**src/rtl/uart_param_baud.sv**
```systemverilog
// Parametrised UART: configurable data width, parity and stop bits on both directions.
// RX words land in a power-of-two FIFO with sticky parity, framing and overflow flags.
module uart_param_baud #(
  parameter int unsigned clock_freq = 100_000_000,
  parameter int unsigned baud_rate  = 115200,
  parameter int unsigned data_bits  = 8,
  parameter int unsigned parity     = 0,
  parameter int unsigned stop_bits  = 1,
  parameter int unsigned fifo_depth = 16
) (
  input  logic                        clk,
  input  logic                        rst,
  input  logic                        rx,
  output logic                        tx,
  input  logic [data_bits-1:0]        tx_data,
  input  logic                        tx_start,
  output logic                        tx_idle,
  output logic                        tx_done,
  output logic [data_bits-1:0]        rx_data,
  output logic                        rx_valid,
  input  logic                        rx_rd,
  output logic [$clog2(fifo_depth):0] rx_count,
  output logic                        rx_perr,
  output logic                        rx_ferr,
  output logic                        rx_ovf,
  input  logic                        rx_clr
);

  localparam int unsigned Div    = (clock_freq + baud_rate / 2) / baud_rate;
  localparam int unsigned Hdiv   = Div / 2;
  localparam int unsigned CntW   = $clog2(Div + 1);
  localparam int unsigned AddrW  = $clog2(fifo_depth);
  localparam int unsigned CountW = AddrW + 1;

  localparam logic [CntW-1:0]   CntLast   = CntW'(Div - 1);
  localparam logic [CntW-1:0]   CntHalf   = CntW'(Hdiv - 1);
  localparam logic [2:0]        BitLast   = 3'(data_bits - 1);
  localparam logic [CountW-1:0] CountFull = CountW'(fifo_depth);
  localparam bit                HasParity = (parity != 0);
  localparam bit                OddParity = (parity == 1);
  localparam bit                TwoStop   = (stop_bits == 2);

  typedef enum logic [2:0] {StIdle, StStart, StData, StParity, StStop} state_e;

  // ---------------------------------------------------------------- transmitter
  state_e                tx_state_q, tx_state_d;
  logic [CntW-1:0]       tx_cnt_q, tx_cnt_d;
  logic [2:0]            tx_bit_q, tx_bit_d;
  logic [data_bits-1:0]  tx_shift_q, tx_shift_d;
  logic                  tx_par_q, tx_par_d;
  logic                  tx_stop_q, tx_stop_d;
  logic                  tx_line_q, tx_line_d;
  logic                  tx_done_q, tx_done_d;
  logic                  tx_tick;

  assign tx_tick = (tx_cnt_q == CntLast);

  always_comb begin
    tx_state_d = tx_state_q;
    tx_cnt_d   = tx_cnt_q;
    tx_bit_d   = tx_bit_q;
    tx_shift_d = tx_shift_q;
    tx_par_d   = tx_par_q;
    tx_stop_d  = tx_stop_q;
    tx_line_d  = tx_line_q;
    tx_done_d  = 1'b0;
    case (tx_state_q)
      StIdle: begin
        if (tx_start) begin
          tx_state_d = StStart;
          tx_cnt_d   = '0;
          tx_bit_d   = '0;
          tx_stop_d  = 1'b0;
          tx_shift_d = tx_data;
          tx_par_d   = OddParity ? ~^tx_data : ^tx_data;
          tx_line_d  = 1'b0;
        end
      end
      StStart: begin
        if (tx_tick) begin
          tx_cnt_d   = '0;
          tx_state_d = StData;
          tx_line_d  = tx_shift_q[0];
        end else begin
          tx_cnt_d = tx_cnt_q + CntW'(1);
        end
      end
      StData: begin
        if (tx_tick) begin
          tx_cnt_d = '0;
          if (tx_bit_q == BitLast) begin
            tx_state_d = HasParity ? StParity : StStop;
            tx_line_d  = HasParity ? tx_par_q : 1'b1;
          end else begin
            tx_bit_d   = tx_bit_q + 3'd1;
            tx_shift_d = tx_shift_q >> 1;
            tx_line_d  = tx_shift_q[1];
          end
        end else begin
          tx_cnt_d = tx_cnt_q + CntW'(1);
        end
      end
      StParity: begin
        if (tx_tick) begin
          tx_cnt_d   = '0;
          tx_state_d = StStop;
          tx_line_d  = 1'b1;
        end else begin
          tx_cnt_d = tx_cnt_q + CntW'(1);
        end
      end
      StStop: begin
        if (tx_tick) begin
          tx_cnt_d = '0;
          if (TwoStop && !tx_stop_q) begin
            tx_stop_d = 1'b1;
          end else begin
            tx_state_d = StIdle;
            tx_done_d  = 1'b1;
          end
        end else begin
          tx_cnt_d = tx_cnt_q + CntW'(1);
        end
      end
      default: tx_state_d = StIdle;
    endcase
  end

  always_ff @(posedge clk or negedge rst) begin
    if (!rst) begin
      tx_state_q <= StIdle;
      tx_cnt_q   <= '0;
      tx_bit_q   <= '0;
      tx_shift_q <= '0;
      tx_par_q   <= 1'b0;
      tx_stop_q  <= 1'b0;
      tx_line_q  <= 1'b1;
      tx_done_q  <= 1'b0;
    end else begin
      tx_state_q <= tx_state_d;
      tx_cnt_q   <= tx_cnt_d;
      tx_bit_q   <= tx_bit_d;
      tx_shift_q <= tx_shift_d;
      tx_par_q   <= tx_par_d;
      tx_stop_q  <= tx_stop_d;
      tx_line_q  <= tx_line_d;
      tx_done_q  <= tx_done_d;
    end
  end

  assign tx      = tx_line_q;
  assign tx_idle = (tx_state_q == StIdle);
  assign tx_done = tx_done_q;

  // ------------------------------------------------------------------- receiver
  logic [1:0]            sync_q;
  logic                  rx_s;
  logic                  rx_prev_q;
  state_e                rx_state_q, rx_state_d;
  logic [CntW-1:0]       rx_cnt_q, rx_cnt_d;
  logic [2:0]            rx_bit_q, rx_bit_d;
  logic [data_bits-1:0]  rx_shift_q, rx_shift_d;
  logic                  rx_pbad_q, rx_pbad_d;
  logic                  rx_tick;
  logic                  push, perr_set, ferr_set;

  assign rx_s    = sync_q[1];
  assign rx_tick = (rx_cnt_q == CntLast);

  always_comb begin
    rx_state_d = rx_state_q;
    rx_cnt_d   = rx_cnt_q;
    rx_bit_d   = rx_bit_q;
    rx_shift_d = rx_shift_q;
    rx_pbad_d  = rx_pbad_q;
    push       = 1'b0;
    perr_set   = 1'b0;
    ferr_set   = 1'b0;
    case (rx_state_q)
      StIdle: begin
        // Edge, not level: after a framing error the line must go high before re-arming.
        if (rx_prev_q && !rx_s) begin
          rx_state_d = StStart;
          rx_cnt_d   = '0;
        end
      end
      StStart: begin
        if (rx_cnt_q == CntHalf) begin
          rx_cnt_d   = '0;
          rx_bit_d   = '0;
          rx_pbad_d  = 1'b0;
          rx_state_d = rx_s ? StIdle : StData;
        end else begin
          rx_cnt_d = rx_cnt_q + CntW'(1);
        end
      end
      StData: begin
        if (rx_tick) begin
          rx_cnt_d   = '0;
          rx_shift_d = {rx_s, rx_shift_q[data_bits-1:1]};
          if (rx_bit_q == BitLast) begin
            rx_state_d = HasParity ? StParity : StStop;
          end else begin
            rx_bit_d = rx_bit_q + 3'd1;
          end
        end else begin
          rx_cnt_d = rx_cnt_q + CntW'(1);
        end
      end
      StParity: begin
        if (rx_tick) begin
          rx_cnt_d   = '0;
          rx_pbad_d  = rx_s ^ (OddParity ? ~^rx_shift_q : ^rx_shift_q);
          rx_state_d = StStop;
        end else begin
          rx_cnt_d = rx_cnt_q + CntW'(1);
        end
      end
      StStop: begin
        if (rx_tick) begin
          rx_cnt_d   = '0;
          push       = 1'b1;
          perr_set   = rx_pbad_q;
          ferr_set   = !rx_s;
          rx_state_d = StIdle;
        end else begin
          rx_cnt_d = rx_cnt_q + CntW'(1);
        end
      end
      default: rx_state_d = StIdle;
    endcase
  end

  always_ff @(posedge clk or negedge rst) begin
    if (!rst) begin
      sync_q     <= 2'b11;
      rx_prev_q  <= 1'b1;
      rx_state_q <= StIdle;
      rx_cnt_q   <= '0;
      rx_bit_q   <= '0;
      rx_shift_q <= '0;
      rx_pbad_q  <= 1'b0;
    end else begin
      sync_q     <= {sync_q[0], rx};
      rx_prev_q  <= rx_s;
      rx_state_q <= rx_state_d;
      rx_cnt_q   <= rx_cnt_d;
      rx_bit_q   <= rx_bit_d;
      rx_shift_q <= rx_shift_d;
      rx_pbad_q  <= rx_pbad_d;
    end
  end

  // ----------------------------------------------------------------------- FIFO
  logic [data_bits-1:0] mem_q [fifo_depth];
  logic [AddrW-1:0]     wr_ptr_q, rd_ptr_q;
  logic [CountW-1:0]    count_q;
  logic                 pop_ok, push_ok;

  assign pop_ok  = rx_rd && (count_q != '0);
  // A same-cycle pop frees the slot, so a push into a full FIFO is still accepted.
  assign push_ok = push && ((count_q != CountFull) || pop_ok);

  always_ff @(posedge clk or negedge rst) begin
    if (!rst) begin
      for (int i = 0; i < int'(fifo_depth); i++) mem_q[i] <= '0;
      wr_ptr_q <= '0;
      rd_ptr_q <= '0;
      count_q  <= '0;
    end else begin
      if (push_ok) begin
        mem_q[wr_ptr_q] <= rx_shift_q;
        wr_ptr_q        <= wr_ptr_q + AddrW'(1);
      end
      if (pop_ok) rd_ptr_q <= rd_ptr_q + AddrW'(1);
      if (push_ok && !pop_ok) count_q <= count_q + CountW'(1);
      else if (!push_ok && pop_ok) count_q <= count_q - CountW'(1);
    end
  end

  always_ff @(posedge clk or negedge rst) begin
    if (!rst) begin
      rx_perr <= 1'b0;
      rx_ferr <= 1'b0;
      rx_ovf  <= 1'b0;
    end else if (rx_clr) begin
      rx_perr <= 1'b0;
      rx_ferr <= 1'b0;
      rx_ovf  <= 1'b0;
    end else begin
      if (perr_set) rx_perr <= 1'b1;
      if (ferr_set) rx_ferr <= 1'b1;
      if (push && !push_ok) rx_ovf <= 1'b1;
    end
  end

  assign rx_data  = mem_q[rd_ptr_q];
  assign rx_valid = (count_q != '0);
  assign rx_count = count_q;

endmodule

```
**config.mk**
```make
export PLATFORM = sky130hd
export DESIGN_NAME = uart_param_baud
export DESIGN_NICKNAME = d
export VERILOG_FILES = /design/src/rtl/uart_param_baud.sv
export SDC_FILE = /design/constraint.sdc
export NUM_CORES = 1
export LEC_CHECK = 0
export BUFFER_PORTS_ARGS = -buffer_cell sky130_fd_sc_hd__buf_2
export CELL_PAD_IN_SITES_DETAIL_PLACEMENT = 1
export CELL_PAD_IN_SITES_GLOBAL_PLACEMENT = 2
export CORE_MARGIN = 10
export CORE_UTILIZATION = 48
export DETAILED_ROUTE_END_ITERATION = 7
export PLACE_DENSITY = 0.93
export SYNTH_ARGS = -nofsm -noshare
export SYNTH_HDL_FRONTEND = slang
export SYNTH_SLANG_ARGS = --single-unit
```
**constraint.sdc**
```tcl
create_clock -name clk -period 6.6 [get_ports clk]
set_clock_uncertainty 0.2 [all_clocks]
set_input_delay 1.65 -clock clk [delete_from_list [all_inputs] [get_ports clk]]
set_output_delay 1.65 -clock clk [all_outputs]
set_load 0.03 [all_outputs]
```
==> impl_metrics.ini, run 1 <==
[sta]
worst_slew_margin_rel_pct = 30.73
report.final.hold_viol_count = 0
max_slew.worst_pin.slew_ps = 1031
grt_setup_unrepaired = false
slew_violations = 0
layout_setup_ws_ps = 1723
totalNegativeSetupSlack_ps = 0
period_needed_ps = 4877
final_min_period_over_clock_period_pct = 73.89
max_freq_mhz = 205.1
setup_viol = 0

[worst_setup_path]
timing.critical_path.buf_inv = 2
crit_fanout = 27
cp_required_ps = 4750
critical-path-slowest-cell = dfrtp_2
criticalPathCategory = flop to primary output
critical-path-top-delay-family = multiplexers
cp.depth = 4
timing.critical_path.to_type = primary output
cpPeakStageDelay_ps = 980
cp_common_cell = mux4_2
cp_cell_sequence = buf_4, mux4_2, mux4_2, buf_2
r2r.worst_path.cells = 12
start_kind = flop
arrival_ps = 3030

[finish]
post_route_cells_drive_above_1_share_pct = 38.13
post-route-cell-area_sq_um = 10680
layout.filler_cells = 1913
mostFrequentLayoutCells = 193 x dfrtp_1, 118 x mux2_2, 46 x nand2_1, 40 x mux4_2, 32 x buf_2
areaGrowthSynthToFinish_pct = 9.891
layout.cells.most_common = dfrtp_1
finalNetCount = 747
layout.area.seq_sq_um = 4961
number_of_antenna_repair_diodes = 0
final_core_util_pct = 54.14
multi_input_comb_area_sq_um = 4523

[logic_synthesis]
total_nets_after_synthesis = 732
post_synthesis_instance_total = 701
synthesis.area_sq_um = 9714
synth_area_per_cell_sq_um = 13.86
synth-compound-area-share_pct = 4.804
post_synth_fa_ha_maj_area_fraction_pct = 2.267
async_reset_ff_share_pct = 100.0
ys_seq_area_share_pct = 51.06
ys.flop_type = dfrtp_1
synthDistinctLibCells = 63
yosys.area_share.xor_xnor_pct = 2.344
synthesized_flop_and_latch_total = 198
synth_top_family_by_area = multiplexers
synth-edff-count = 0
yosys-mux-area-fraction_pct = 27.04
yosys_warning_count = 0
synth_simple_gate_area_share_pct = 10.11

[min_path]
holdPathStages = 0
hold_path_class = flop to flop

[route]
drt-vias-per-instance = 5.878
ant_nets = 0
drt-initial-drc-count = 213
detail_route.first_pass.iterations = 4
routed_wl_mm = 23.70
drc = 0
dr_total_vias = 5843
wire_per_inst_um = 23.84

[power]
internal_power_summed_over_all_cells_mw = 2.074
seq_power_share_pct = 47.1
switching_share_pct = 31.08
finalPower_mw = 3.009
leakagePower_nw = 5.222
pwr-share-comb_pct = 17.2
p_sw_mw = 0.9352
power-per-cell-area_nw_per_um2 = 281.9
share_clk_of_total_power_pct = 35.7
vdd_drop_max_mv = 0.1726

[placed_design]
place_ws_ps = 2107
routabilityCongestion = 0.7865
dpl.hpwl_mm = 15.55
placement.cell_area_sq_um = 10060
port_buffers = 33

[global_route]
first_global_vias = 6663
number_of_antenna_violations_at_the_first_check_in_global_routing = 0
grt_util_all_layers_pct = 18.88
global_route_wire_length_before_repair_mm = 38.67
grt_max_degree = 89
congestion_overflow_gr = 0

[clocking]
cts.repair_timing.setup_buffer_count = 0
clk-insertion-delay-late_ps = 440
tritoncts_clock_tree = done
clk_pin_slew_worst_paths_ps = 70
tritoncts_num_sinks = 198
cts_max_path_buffers = 2
cts-htree-levels = 4
hold_buffers = 0
cts_buffers = 17
root_buffer_cell = clkbuf_16
post_cts.resized_instances = 0

[die]
dieWidth_um = 162.3
fp.coreArea_sq_um = 19720
dieHeight_um = 162.3
floorplan.initialDensity_pct = 49.27
dieArea_sq_um = 26330
top_level_ports = 34
row_count = 51

[run_status]
outcome = finished, final reports clean

[run]
cap_viol_max_count = 0
[sequential cells by signal (all words and copies together) (netlist names), 3 cells and up]
signal and flops:
mem_q 128, rd_ptr_q 4, rx_bit_q 3, rx_cnt_q 10, rx_count 5, rx_shift_q 8
rx_state_q 3, tx_bit_q 3, tx_cnt_q 10, tx_shift_q 8, tx_state_q 3, wr_ptr_q 4
[cells in the mapped netlist (all sizes together) (2+ instances only)]
| library cell | n | area [sq um] |
|---|---|---|
| nor4 | 6 | 58.80 |
| nor2 | 26 | 105.1 |
| xnor2 | 18 | 157.7 |
| dfrtp | 194 | 4855 |
| a31oi | 3 | 18.77 |
| mux2i | 10 | 100.1 |
| inv | 9 | 33.78 |
| a21o | 6 | 45.04 |
| xor2 | 8 | 70.07 |
| a21oi | 10 | 50.05 |
| nand2 | 50 | 197.7 |
| nand2b | 7 | 43.79 |
| or3 | 4 | 25.02 |
| o21a | 3 | 22.52 |
| buf | 15 | 96.33 |
| clkbuf | 27 | 101.4 |
| o21ai | 30 | 150.1 |
| o22ai | 3 | 18.77 |
| nor3b | 6 | 83.82 |
| nand3 | 5 | 25.02 |
| or2 | 3 | 21.28 |
| mux2 | 139 | 1625 |
| dfstp | 4 | 105.1 |
| o41ai | 4 | 35.03 |
| nand4b | 8 | 155.2 |
| and2 | 3 | 18.77 |
| and3 | 2 | 12.51 |
| mux4 | 40 | 900.9 |
| nor2b | 2 | 12.51 |
| ha | 16 | 200.2 |
| nand4 | 13 | 141.4 |
| o211ai | 3 | 22.52 |
| a22o | 2 | 17.52 |
| nor3 | 9 | 45.04 |
[final cells by class]
class                   instances  share of cell area [%]
flip-flops and latches        198                   46.47
inverters                       9                  0.3165
multi-input cells             452                   42.37
repair buffers                 38                   1.981
well taps                     265                   3.106
clock buffers                  17                   3.985
clock inverters                15                   1.770
[cells by family (layout without fill, tap and decap cells)]
| family | count (synthesis) | after routing |
|---|---|---|
| multiplexers | 189 | 189 |
| flip-flops | 198 | 198 |
| buffers and inverters | 51 | 79 |
| adder cells (fa/ha/maj) | 17 | 17 |
| AND/OR/NAND/NOR | 148 | 148 |
| AO/OA/AOI/OAI | 72 | 72 |
| XOR/XNOR | 26 | 26 |
[final timing paths]
check / start / end / slack (ps)
max in group asynchronous: rst / rd_ptr_q[0] / 3780
worst max-delay path: rd_ptr_q[0] / rx_data[2] / 1720
worst max register to register: rx_cnt_q[0] / rx_count[4] / 3120
worst min-delay path: sync_q[0] / sync_q[1] / 170
worst min register to register: sync_q[0] / sync_q[1] / 170
min in group asynchronous: rst / mem_q[44] / 1070
[power by group through the flow]
stage          combinational, mW  sequential [mW]  clock, mW
2_1_floorplan              0.436             1.36          0
3_3_place_gp               0.486             1.44          0
3_5_place_dp               0.520             1.45          0
4_1_cts                    0.526             1.42       1.09
5_1_grt                    0.573             1.44       1.15
6_report                   0.517             1.42       1.07
[metal layers]
layer,part of all wire (%),routed length [um],global-route usage (%),vias up
met2,54,12720,33.43,79
met5,0,0,0,-
met3,2.5,587,2.806,33
met4,2.4,579,7.361,0
met1,41,9804,22.58,3120
li1,-,-,-,2611
[metrics by stage]
stage          cells  hold WS, ps
2_1_floorplan    701        145.2
3_3_place_gp     962        157.3
3_5_place_dp     962        160.2
4_1_cts          994        170.4
5_1_grt          994        170.6
6_report         994        167.4
[worst register-to-register path: cells and delay by family (launching register included)]
kind / cells / cell delay [ps]
fa+ha+maj: 3 / 950
xor+xnor: 2 / 270
buf+inv: 1 / 110
compound gates: 2 / 390
simple gates: 4 / 1010
flops: 1 / 450
Power figures use the tool's default switching activity.
==> run 2: changes to the inputs <==
Settings changed: CORE_UTILIZATION 48 to 41, PLACE_DENSITY 0.93 to 0.86.
Clock period 6.6 ns to 4.1 ns, I/O delays scaled along.
==> run 2 against run 1 <==
  * Final area grew 1.2%
  * Worst hold slack got worse by 8.0 ps
  * Final cell count rose by 5.8%
  * First-iteration DRC count grew 54%
  * Sequential share of layout area fell by 0.54 points
  * Sequential cell count stayed put
  * Sequential power rose by 56%
  * Clock-buffer cell count unchanged
  * Largest power group unchanged
==> impl_metrics.ini, run 2 (synthesized netlist as in run 1, its figures left out) <==
[power]
vdd_drop_max_mv = 0.2880
finalPower_mw = 4.836
power-per-cell-area_nw_per_um2 = 447.7
leakagePower_nw = 5.249

[clocking]
cts-htree-levels = 4
cts_max_path_buffers = 2
post_cts.resized_instances = 0
clk_pin_slew_worst_paths_ps = 70
clk-insertion-delay-late_ps = 440
tritoncts_num_sinks = 198
root_buffer_cell = clkbuf_16
hold_buffers = 0
tritoncts_clock_tree = done
cts_buffers = 17
cts.repair_timing.setup_buffer_count = 0

[worst_setup_path]
start_kind = flop
timing.reg2reg.setup_slack_ps = 710
cp_common_cell = mux4_2
timing.critical_path.buf_inv = 2
r2r.worst_path.cells = 12
worst_r2r_startpoint = rx_cnt_q[0]
r2r-end = rx_count[4]
arrival_ps = 2560
critical-path-top-delay-family = multiplexers
criticalPathCategory = flop to primary output
cp_required_ps = 2870
cpPeakStageDelay_ps = 570
timing.critical_path.to_type = primary output
cp_cell_sequence = buf_12, mux4_2, mux4_2, buf_2
critical-path-slowest-cell = mux4_2
crit_fanout = 27

[finish]
number_of_antenna_repair_diodes = 0
post_route_cells_drive_above_1_share_pct = 38.47
finish.cell_count_without_fillers = 1052
final_core_util_pct = 46.16
finalNetCount = 751
largest_register_ffs = 128
mostFrequentLayoutCells = 193 x dfrtp_1, 118 x mux2_2, 46 x nand2_1, 40 x mux4_2, 32 x buf_2
largest_registers = mem_q: 128 flops, rx_cnt_q: 10 flops, tx_cnt_q: 10 flops
regMostFlops = mem_q
areaGrowthSynthToFinish_pct = 11.19
layout.cells.most_common = dfrtp_1

[placed_design]
routabilityCongestion = 0.8207
dpl.hpwl_mm = 15.17
port_buffers = 33
cell_count_after_placement = 1020

[route]
detail_route.first_pass.iterations = 4
wire_per_inst_um = 21.56
dr_total_vias = 5864
drc = 0
routed_wl_mm = 22.68
drt-vias-per-instance = 5.574
drt-initial-drc-count = 328
ant_nets = 0

[min_path]
terminating_pin_of_the_worst_hold_path = sync_q[1]
hp-start = sync_q[0]
hold_path_class = flop to flop
holdPathStages = 0

[sta]
final_min_period_over_clock_period_pct = 92.41
setup_viol = 0
max_freq_mhz = 263.9
period_needed_ps = 3789
max_slew.worst_pin.slew_ps = 905.7
slew_violations = 0
hold-worst-slack_ps = 159.3
totalNegativeSetupSlack_ps = 0
report.final.hold_viol_count = 0
grt_setup_unrepaired = false
worst_slew_margin_rel_pct = 39.62

[global_route]
global_route_wire_length_before_repair_mm = 37.27
grt_util_all_layers_pct = 15.42
grt_max_degree = 85
number_of_antenna_violations_at_the_first_check_in_global_routing = 0
congestion_overflow_gr = 0
first_global_vias = 6454

[die]
fp.coreArea_sq_um = 23400
dieHeight_um = 173.9
top_level_ports = 34
row_count = 56
floorplan.initialDensity_pct = 41.51
dieArea_sq_um = 30250
dieWidth_um = 173.9

[run_status]
outcome = finished, final reports clean

[run]
cap_viol_max_count = 0
## run 2: cell types whose count changed in the layout (fill, tap and decap cells not counted), sizes merged
cell,before,now
inv,15,14
clkinv,5,7
bufinv,2,1
buf,37,41
## run 2: cell type report
cell class                 instances  area (sq um)
sequential                       198          4961
multi-input combinational        452          4523
inverter                           9         33.78
clock inverter                    15         192.7
tap                              319         399.1
fill                            2378         12600
timing repair buffer              42         266.5
clock buffer                      17         425.4
## run 2: power breakdown
| part | internal, mW | total, mW | switching [mW] |
|---|---|---|---|
| Combinational | 0.383 | 0.888 | 0.505 |
| Sequential | 2.04 | 2.22 | 0.181 |
| Clock | 0.879 | 1.73 | 0.848 |
## run 2: worst max-delay path by stage
stage,from,to,depth (start not counted)
final,rd_ptr_q[0],rx_data[3],4
after detailed placement,rx_rd,rx_count[4],11
after global routing,rd_ptr_q[0],rx_data[2],4
after global placement,rx_rd,rx_count[4],11
after CTS,rd_ptr_q[0],rx_data[3],4
after floorplan,rx_count[0],rx_count[4],12
## run 2: stage by stage
stage                     cell area [sq um]  setup WS [ps]
after floorplan                        9714          682.5
after global placement                10180          672.7
after detailed placement              10180          599.3
after CTS                             10800          233.4
after global routing                  10800          173.4
final                                 10800          311.4
## run 2: per-layer routing
| layer | up-vias | GRT usage, % | share of wire (%) |
|---|---|---|---|
| met1 | 3124 | 19.03 | 43 |
| met2 | 98 | 26.61 | 52 |
| met3 | 24 | 3.315 | 3.8 |
| met4 | 0 | 4.453 | 1.5 |
| li1 | 2618 | - | - |
| met5 | - | 0 | 0 |
